File: config.mk
export PLATFORM = sky130hd
export DESIGN_NAME = output_deskewer
export DESIGN_NICKNAME = d
export VERILOG_FILES = /design/src/rtl/output_deskewer.sv
export SDC_FILE = /design/constraint.sdc
export NUM_CORES = 1
export LEC_CHECK = 0
export ABC_AREA = 1
export BUFFER_PORTS_ARGS = -buffer_cell sky130_fd_sc_hd__buf_2
export CAP_MARGIN = 0
export CORE_ASPECT_RATIO = 0.7
export CORE_MARGIN = 2
export CORE_UTILIZATION = 37
export CTS_BUF_LIST = sky130_fd_sc_hd__clkbuf_16
export CTS_CLUSTER_SIZE = 8
export DETAILED_ROUTE_END_ITERATION = 8
export GPL_ROUTABILITY_DRIVEN = 1
export PLACE_DENSITY = 0.63
export SLEW_MARGIN = 25
export SYNTH_ARGS = -nofsm -noshare
export SYNTH_HDL_FRONTEND = slang
export SYNTH_SLANG_ARGS = --single-unit
File: constraint.sdc
create_clock -name clk -period 5.32 [get_ports clk]
set_input_delay 0.532 -clock clk [delete_from_list [all_inputs] [get_ports clk]]
set_output_delay 0.532 -clock clk [all_outputs]
set_load 0.01 [all_outputs]
File: src/rtl/output_deskewer.sv
// Realigns the diagonally skewed column outputs of a systolic array into whole rows,
// collects one MATRIX_SIZE-row frame and drains it one row per valid/ready handshake.
module output_deskewer #(
  parameter int unsigned MATRIX_SIZE = 2,
  parameter int unsigned DATA_SIZE   = 32
) (
  input  logic                                  clk,
  input  logic                                  reset,
  input  logic [MATRIX_SIZE-1:0][DATA_SIZE-1:0] sum_in,
  input  logic                                  sum_valid,
  output logic [MATRIX_SIZE-1:0][DATA_SIZE-1:0] row_out,
  output logic [$clog2(MATRIX_SIZE)-1:0]        row_idx,
  output logic                                  row_valid,
  input  logic                                  row_ready,
  output logic                                  done,
  output logic                                  overflow
);
  localparam int unsigned IdxW = $clog2(MATRIX_SIZE);
  localparam logic [IdxW-1:0] LastIdx = IdxW'(MATRIX_SIZE - 1);

  typedef enum logic [1:0] {StIdle, StCollect, StDrain} state_e;

  state_e                                state_q, state_d;
  logic [IdxW-1:0]                       wr_cnt_q, wr_cnt_d;
  logic [IdxW-1:0]                       rd_cnt_q, rd_cnt_d;
  logic                                  done_q, done_d;
  logic                                  overflow_q, overflow_d;
  logic [MATRIX_SIZE-2:0]                valid_pipe_q;
  logic [MATRIX_SIZE-1:0][DATA_SIZE-1:0] aligned_row;
  logic                                  aligned_valid;
  logic [MATRIX_SIZE-1:0][DATA_SIZE-1:0] buffer_q [MATRIX_SIZE];
  logic                                  buf_we;
  logic [IdxW-1:0]                       buf_waddr;

  always_ff @(posedge clk or posedge reset) begin
    if (reset) begin
      valid_pipe_q <= '0;
    end else begin
      valid_pipe_q[0] <= sum_valid;
      for (int k = 1; k < int'(MATRIX_SIZE) - 1; k++) valid_pipe_q[k] <= valid_pipe_q[k-1];
    end
  end

  assign aligned_valid = valid_pipe_q[MATRIX_SIZE-2];

  // Earlier columns wait longer so every element of a row lines up with the last column.
  for (genvar j = 0; j < MATRIX_SIZE; j++) begin : g_col
    localparam int unsigned Depth = MATRIX_SIZE - 1 - j;
    if (Depth == 0) begin : g_pass
      assign aligned_row[j] = sum_in[j];
    end else begin : g_dly
      logic [DATA_SIZE-1:0] pipe_q [Depth];
      always_ff @(posedge clk or posedge reset) begin
        if (reset) begin
          for (int k = 0; k < int'(Depth); k++) pipe_q[k] <= '0;
        end else begin
          pipe_q[0] <= sum_in[j];
          for (int k = 1; k < int'(Depth); k++) pipe_q[k] <= pipe_q[k-1];
        end
      end
      assign aligned_row[j] = pipe_q[Depth-1];
    end
  end

  always_ff @(posedge clk or posedge reset) begin
    if (reset) begin
      for (int r = 0; r < int'(MATRIX_SIZE); r++) buffer_q[r] <= '0;
    end else if (buf_we) begin
      buffer_q[buf_waddr] <= aligned_row;
    end
  end

  always_ff @(posedge clk or posedge reset) begin
    if (reset) begin
      state_q    <= StIdle;
      wr_cnt_q   <= '0;
      rd_cnt_q   <= '0;
      done_q     <= 1'b0;
      overflow_q <= 1'b0;
    end else begin
      state_q    <= state_d;
      wr_cnt_q   <= wr_cnt_d;
      rd_cnt_q   <= rd_cnt_d;
      done_q     <= done_d;
      overflow_q <= overflow_d;
    end
  end

  always_comb begin
    state_d    = state_q;
    wr_cnt_d   = wr_cnt_q;
    rd_cnt_d   = rd_cnt_q;
    done_d     = 1'b0;
    overflow_d = overflow_q;
    buf_we     = 1'b0;
    buf_waddr  = wr_cnt_q;
    unique case (state_q)
      StIdle: begin
        if (aligned_valid) begin
          buf_we    = 1'b1;
          buf_waddr = '0;
          wr_cnt_d  = IdxW'(1);
          state_d   = StCollect;
        end
      end
      StCollect: begin
        if (aligned_valid) begin
          buf_we = 1'b1;
          if (wr_cnt_q == LastIdx) begin
            state_d  = StDrain;
            rd_cnt_d = '0;
          end else begin
            wr_cnt_d = wr_cnt_q + IdxW'(1);
          end
        end
      end
      StDrain: begin
        // The buffer is busy; a newly aligned row has nowhere to go.
        if (aligned_valid) overflow_d = 1'b1;
        if (row_ready) begin
          if (rd_cnt_q == LastIdx) begin
            state_d  = StIdle;
            rd_cnt_d = '0;
            wr_cnt_d = '0;
            done_d   = 1'b1;
          end else begin
            rd_cnt_d = rd_cnt_q + IdxW'(1);
          end
        end
      end
      default: state_d = StIdle;
    endcase
  end

  always_comb begin
    row_valid = (state_q == StDrain);
    row_out   = row_valid ? buffer_q[rd_cnt_q] : '0;
    row_idx   = row_valid ? rd_cnt_q : '0;
  end

  assign done     = done_q;
  assign overflow = overflow_q;

endmodule

[Yosys cells after proc, flatten, opt, wreduce, memory -nomap -nowiden]
Index checks and enable logic that the tools add are counted.
Storage, ports and cells
  output and inout port bits: 68
  register bits after elaboration: 167
  bits of input ports: 68
Operators by class
  bitwise gates (word level): 2
  $add $sub $neg: 2
  reduce and logical (&&, ||, !) cells: 9
  mux-type cells: 32
  $lt $le $gt $ge: 3
  eq/ne operators: 7
Operators with widths (count)
  64-bit 2-to-1 mux: 5
  128-bit bitwise mux: 1
  64-bit demux with 1-bit select: 1
  1-bit 2-to-1 mux: 17
  2-bit 2-to-1 mux: 5
  5-bit AND reduction: 2
  2-bit != test, second input constant: 3
  2-bit one-hot mux with 3 select lines: 1
  2-bit >= comparator, second input constant: 2
  2-bit by 1-bit != test with 1-bit output, second input constant: 2
  1-bit inverter with 2-bit output: 2
  4-bit AND reduction: 1
  1-bit one-hot mux with 3 select lines: 1
  3-bit nonzero test: 1
  1-bit adder, second input constant: 2
  2-bit by 1-bit equality test with 1-bit output, second input constant: 1
  2-bit equality test, second input constant: 1
  2-bit logical NOT: 1
  2-bit by 1-bit less-than comparator with 1-bit output, second input constant: 1
  1-bit one-hot mux with 2 select lines: 1
  2-bit AND reduction: 1
  2-bit nonzero test: 1
  2-bit OR reduction: 1
  1-bit logical AND: 1

[Longest topological paths before layout]
  depth after elaboration: 8
  mapped depth: 8

[Least setup slack after synthesis]
No wires, ideal clock.
  kind: register -> output
  start point: register rd_cnt_q
  end point: output row_out[0] (netlist name)
  stages on the path, launching flop included: 6
  data arrival time: 1.182 ns
  setup slack: 3.606 ns
  cells stage by stage: dfrtp_1 inv_1 buf_2 buf_1 nand2_1 a21oi_1
RTL lines
  from (decl): line 25  | logic [IdxW-1:0] rd_cnt_q, rd_cnt_d;
  from (signal assigned): line 83  | rd_cnt_q <= rd_cnt_d;
  to (decl): line 11  | output logic [MATRIX_SIZE-1:0][DATA_SIZE-1:0] row_out,

==> summary.txt <==
Cells and area
  – Layout area overhead: 18.4%
  – Layout cells sized above 1: roughly 22%
  – Ant diodes: 0
  – Final cell count without fillers: roughly 1100
  – Nets: 946
  – Fillers: 1799

Critical path
  – Reg2reg end: buffer_q[57]
  – Critical path fanouts, max: 38
  – Crit-path cells: inv_2 -> buf_4 -> nand2_1 -> a21oi_1 -> buf_2
  – Delay-heaviest family, CP: buffers and inverters
  – Worst Path Arrival: around 2.2 ns
  – R2R setup slack: 3.03 ns
  – CP endpoint kind: output pin
  – Crit Path Class: flip-flop to output pin
  – Worst r2r src: state_q[1]
  – Crit start category: flip-flop
  – CP peak stage delay: between 0.4 and 0.5 ns
  – Worst path required time: around 4.8 ns
  – Crit-path slowest cell: buf_4
  – Worst Reg-to-Reg Cells: 5
  – WP buf/inv: 3

Route
  – DR WL/cell: roughly 14 um
  – Antenna Violating Nets Remaining: 0
  – Vias per cell: approximately 4.7
  – DR DRC count: 0
  – DR vias: around 5200
  – 1st-iter DRT viols: about 500
  – First drt pass iteration count: 7
  – Routed Wire Length: around 15 mm

Timing
  – Hold slack: 0.217 ns
  – Fmax: 364 MHz
  – Max-Slew Margin vs Limit: between 40% and 50%
  – Final cycle utilization of the critical path: about half
  – Crit path time final: around 2.7 ns
  – Setup Skew: between 0.01 and 0.015 ns
  – Unrepaired setup endpoints after global routing: false
  – Final setup TNS: 0 ns
  – Worst Max-Slew Pin Slew: just under 0.9 ns
  – Final hold violations: 0
  – Setup violations, final: 0
  – Final slew viol count: 0

Clocking
  – Inserted Clock Buffers: 17
  – Setup repair bufs after CTS: 0
  – # hold bufs at CTS: 0
  – # H-tree levels: 4
  – CTS tree: yes
  – Clock Pin Slew Worst Setup and Hold Paths: roughly 0.060 ns
  – CTS Root Cell: clkbuf_16
  – Worst-Skew Late Latency: around 0.42 ns
  – CTS sink count: about 170
  – CTS-repair resized insts: 0
  – CTS Buffer Depth: 2

Power and ir drop
  – Leak Pwr: 4.26 nW
  – Cell area power density: roughly 570 mW/mm2
  – VDD IR max: around 0.2 mV
  – Final Power: 4.67 mW

Die
  – Die Width: around 170 um
  – Die area: 0.0199 mm2
  – FP Rows: 41
  – Die Span Y: 119 um
  – CORE AREA: around 0.018 mm2
  – Boundary Pins: 136
  – Starting Density: between 30% and 40%

Worst hold path
  – Worst Hold Class: input port to flip-flop
  – Hold Startpoint: sum_in[4]
  – Hold path endpoint: g_col[0].g_dly.pipe_q[4]
  – WHS Path Cells: 1

Synthesis
  – Top post-synthesis cells by area: dfrtp_1, nand2_1, o21ai_1
  – Post-synth top area cell: dfrtp_1
  – Seq/Total Area, Yosys: ~60%
  – Post-synth ARST share: between 90% and 100%
  – Synth top area share: roughly 60%
  – Syn Inst Count: 765
  – Syn_area_per_cell: 9.07 um2
  – Post-Syn Nets: between 800 and 900
  – Post-synth EDFFs: 0
  – YS warnings: 0
  – Most used DFF post-synth: dfrtp_1
  – Synth Register Bits: between 150 and 200
  – Netlist cell types: 20
  – Mapped Area: roughly 0.0069 mm2

Global routing
  – Initial antenna violation count: 0
  – Largest net degree at the start of global routing: 95
  – Total track usage: 16.4%
  – Vias in the first global route: between 4000 and 5000
  – First-pass GRT wire length: approximately 26 mm
  – GRT overflow: 0

Placed design
  – Dpl hpwl: around 9.5 mm
  – Port-buffer cells: about 140
  – Final GP Congestion: approximately 0.73
  – Placed cell count: roughly 1100

Job
  – Max Cap Viol: 0

Outcome
  – Status: finished, final reports clean
routing by layer:
metal | wire length (um) | vias up | track usage, %
li1 | - | 2638 | -
met1 | 8080 | 2432 | 25.1
met2 | 6390 | 161 | 22.8
met3 | 799 | 10 | 4.32
met4 | 87 | 0 | 4.29
met5 | 0 | - | 0
placed cells by master, fill, tap and decap left out, types with 6 or more instances in the layout:
master,Yosys,layout
a21oi_1,64,64
buf_2,11,135
buf_4,8,8
clkbuf_16,0,17
dfrtp_1,167,166
inv_1,73,73
nand2_1,260,259
nand2_2,10,11
nand3_1,6,6
o21ai_0,34,34
o21ai_1,85,85
o21ai_2,11,10
cell usage after synthesis (6+ instances only):
cell type and instances:
dfrtp_1 167, buf_2 11, o21ai_0 34, nand2_2 10, buf_4 8, o21ai_1 85, buf_6 18, o21ai_2 11
nand3_1 6, clkbuf_1 8, nand2_1 260, inv_1 73, a21oi_1 64
registers in the layout, summed over array words and instances, names as in the netlist:
name,cells
aligned_valid,1
buffer_q,128
done,1
g_col.g_dly.pipe_q,32
overflow,1
rd_cnt_q,1
state_q,2
wr_cnt_q,1
worst register-to-register path: cells and delay by family (launching register included):
| kind | cells | cell delay (ns) |
|---|---|---|
| buf+inv | 1 | 0.63 |
| compound gates | 1 | 0.09 |
| simple gates | 3 | 1.00 |
| flops | 1 | 0.45 |
area by class of cell:
class,instances,area (um2),area share [%]
Clock inverter,15,163,1.98
Clock buffer,17,425,5.18
Sequential cell,167,4180,50.9
Multi-Input combinational cell,475,2140,26.0
Tap cell,236,295,3.59
Timing Repair Buffer,143,736,8.95
Inverter,74,283,3.44
worst max path at each step:
stage,cells past startpoint,slack (ns),to,startpoint
2_1_floorplan,1,0.27,aligned_valid,reset
3_3_place_gp,5,2.99,row_out[37],rd_cnt_q
3_5_place_dp,5,2.98,row_out[27],rd_cnt_q
4_1_cts,5,2.51,row_out[27],rd_cnt_q
5_1_grt,5,2.36,row_out[18],rd_cnt_q
6_report,5,2.57,row_out[37],rd_cnt_q
per-stage QoR:
stage / worst slack, ns / instance area, um2 / utilization (%)
finish: 2.57 / 8220 / 45.1
CTS: 2.51 / 8220 / 45.1
detailed placement: 2.98 / 7630 / 41.9
global placement: 2.99 / 7630 / 41.9
floorplan: 0.270 / 6940 / -
global route: 2.36 / 8220 / 45.1
report_power, final:
group          internal, mW  leakage [nW]  switching, mW
clock network         0.732         0.284          0.498
registers              1.77          2.04          0.273
logic                 0.502          1.94          0.900
total                  3.00          4.26           1.67
cells by family after synthesis:
group                  synth area share [%]
flip-flops                             60.2
buffers and inverters                  9.23
AND/OR/NAND/NOR                        15.8
AO/OA/AOI/OAI                          14.7
Power figures use the tool's default switching activity.
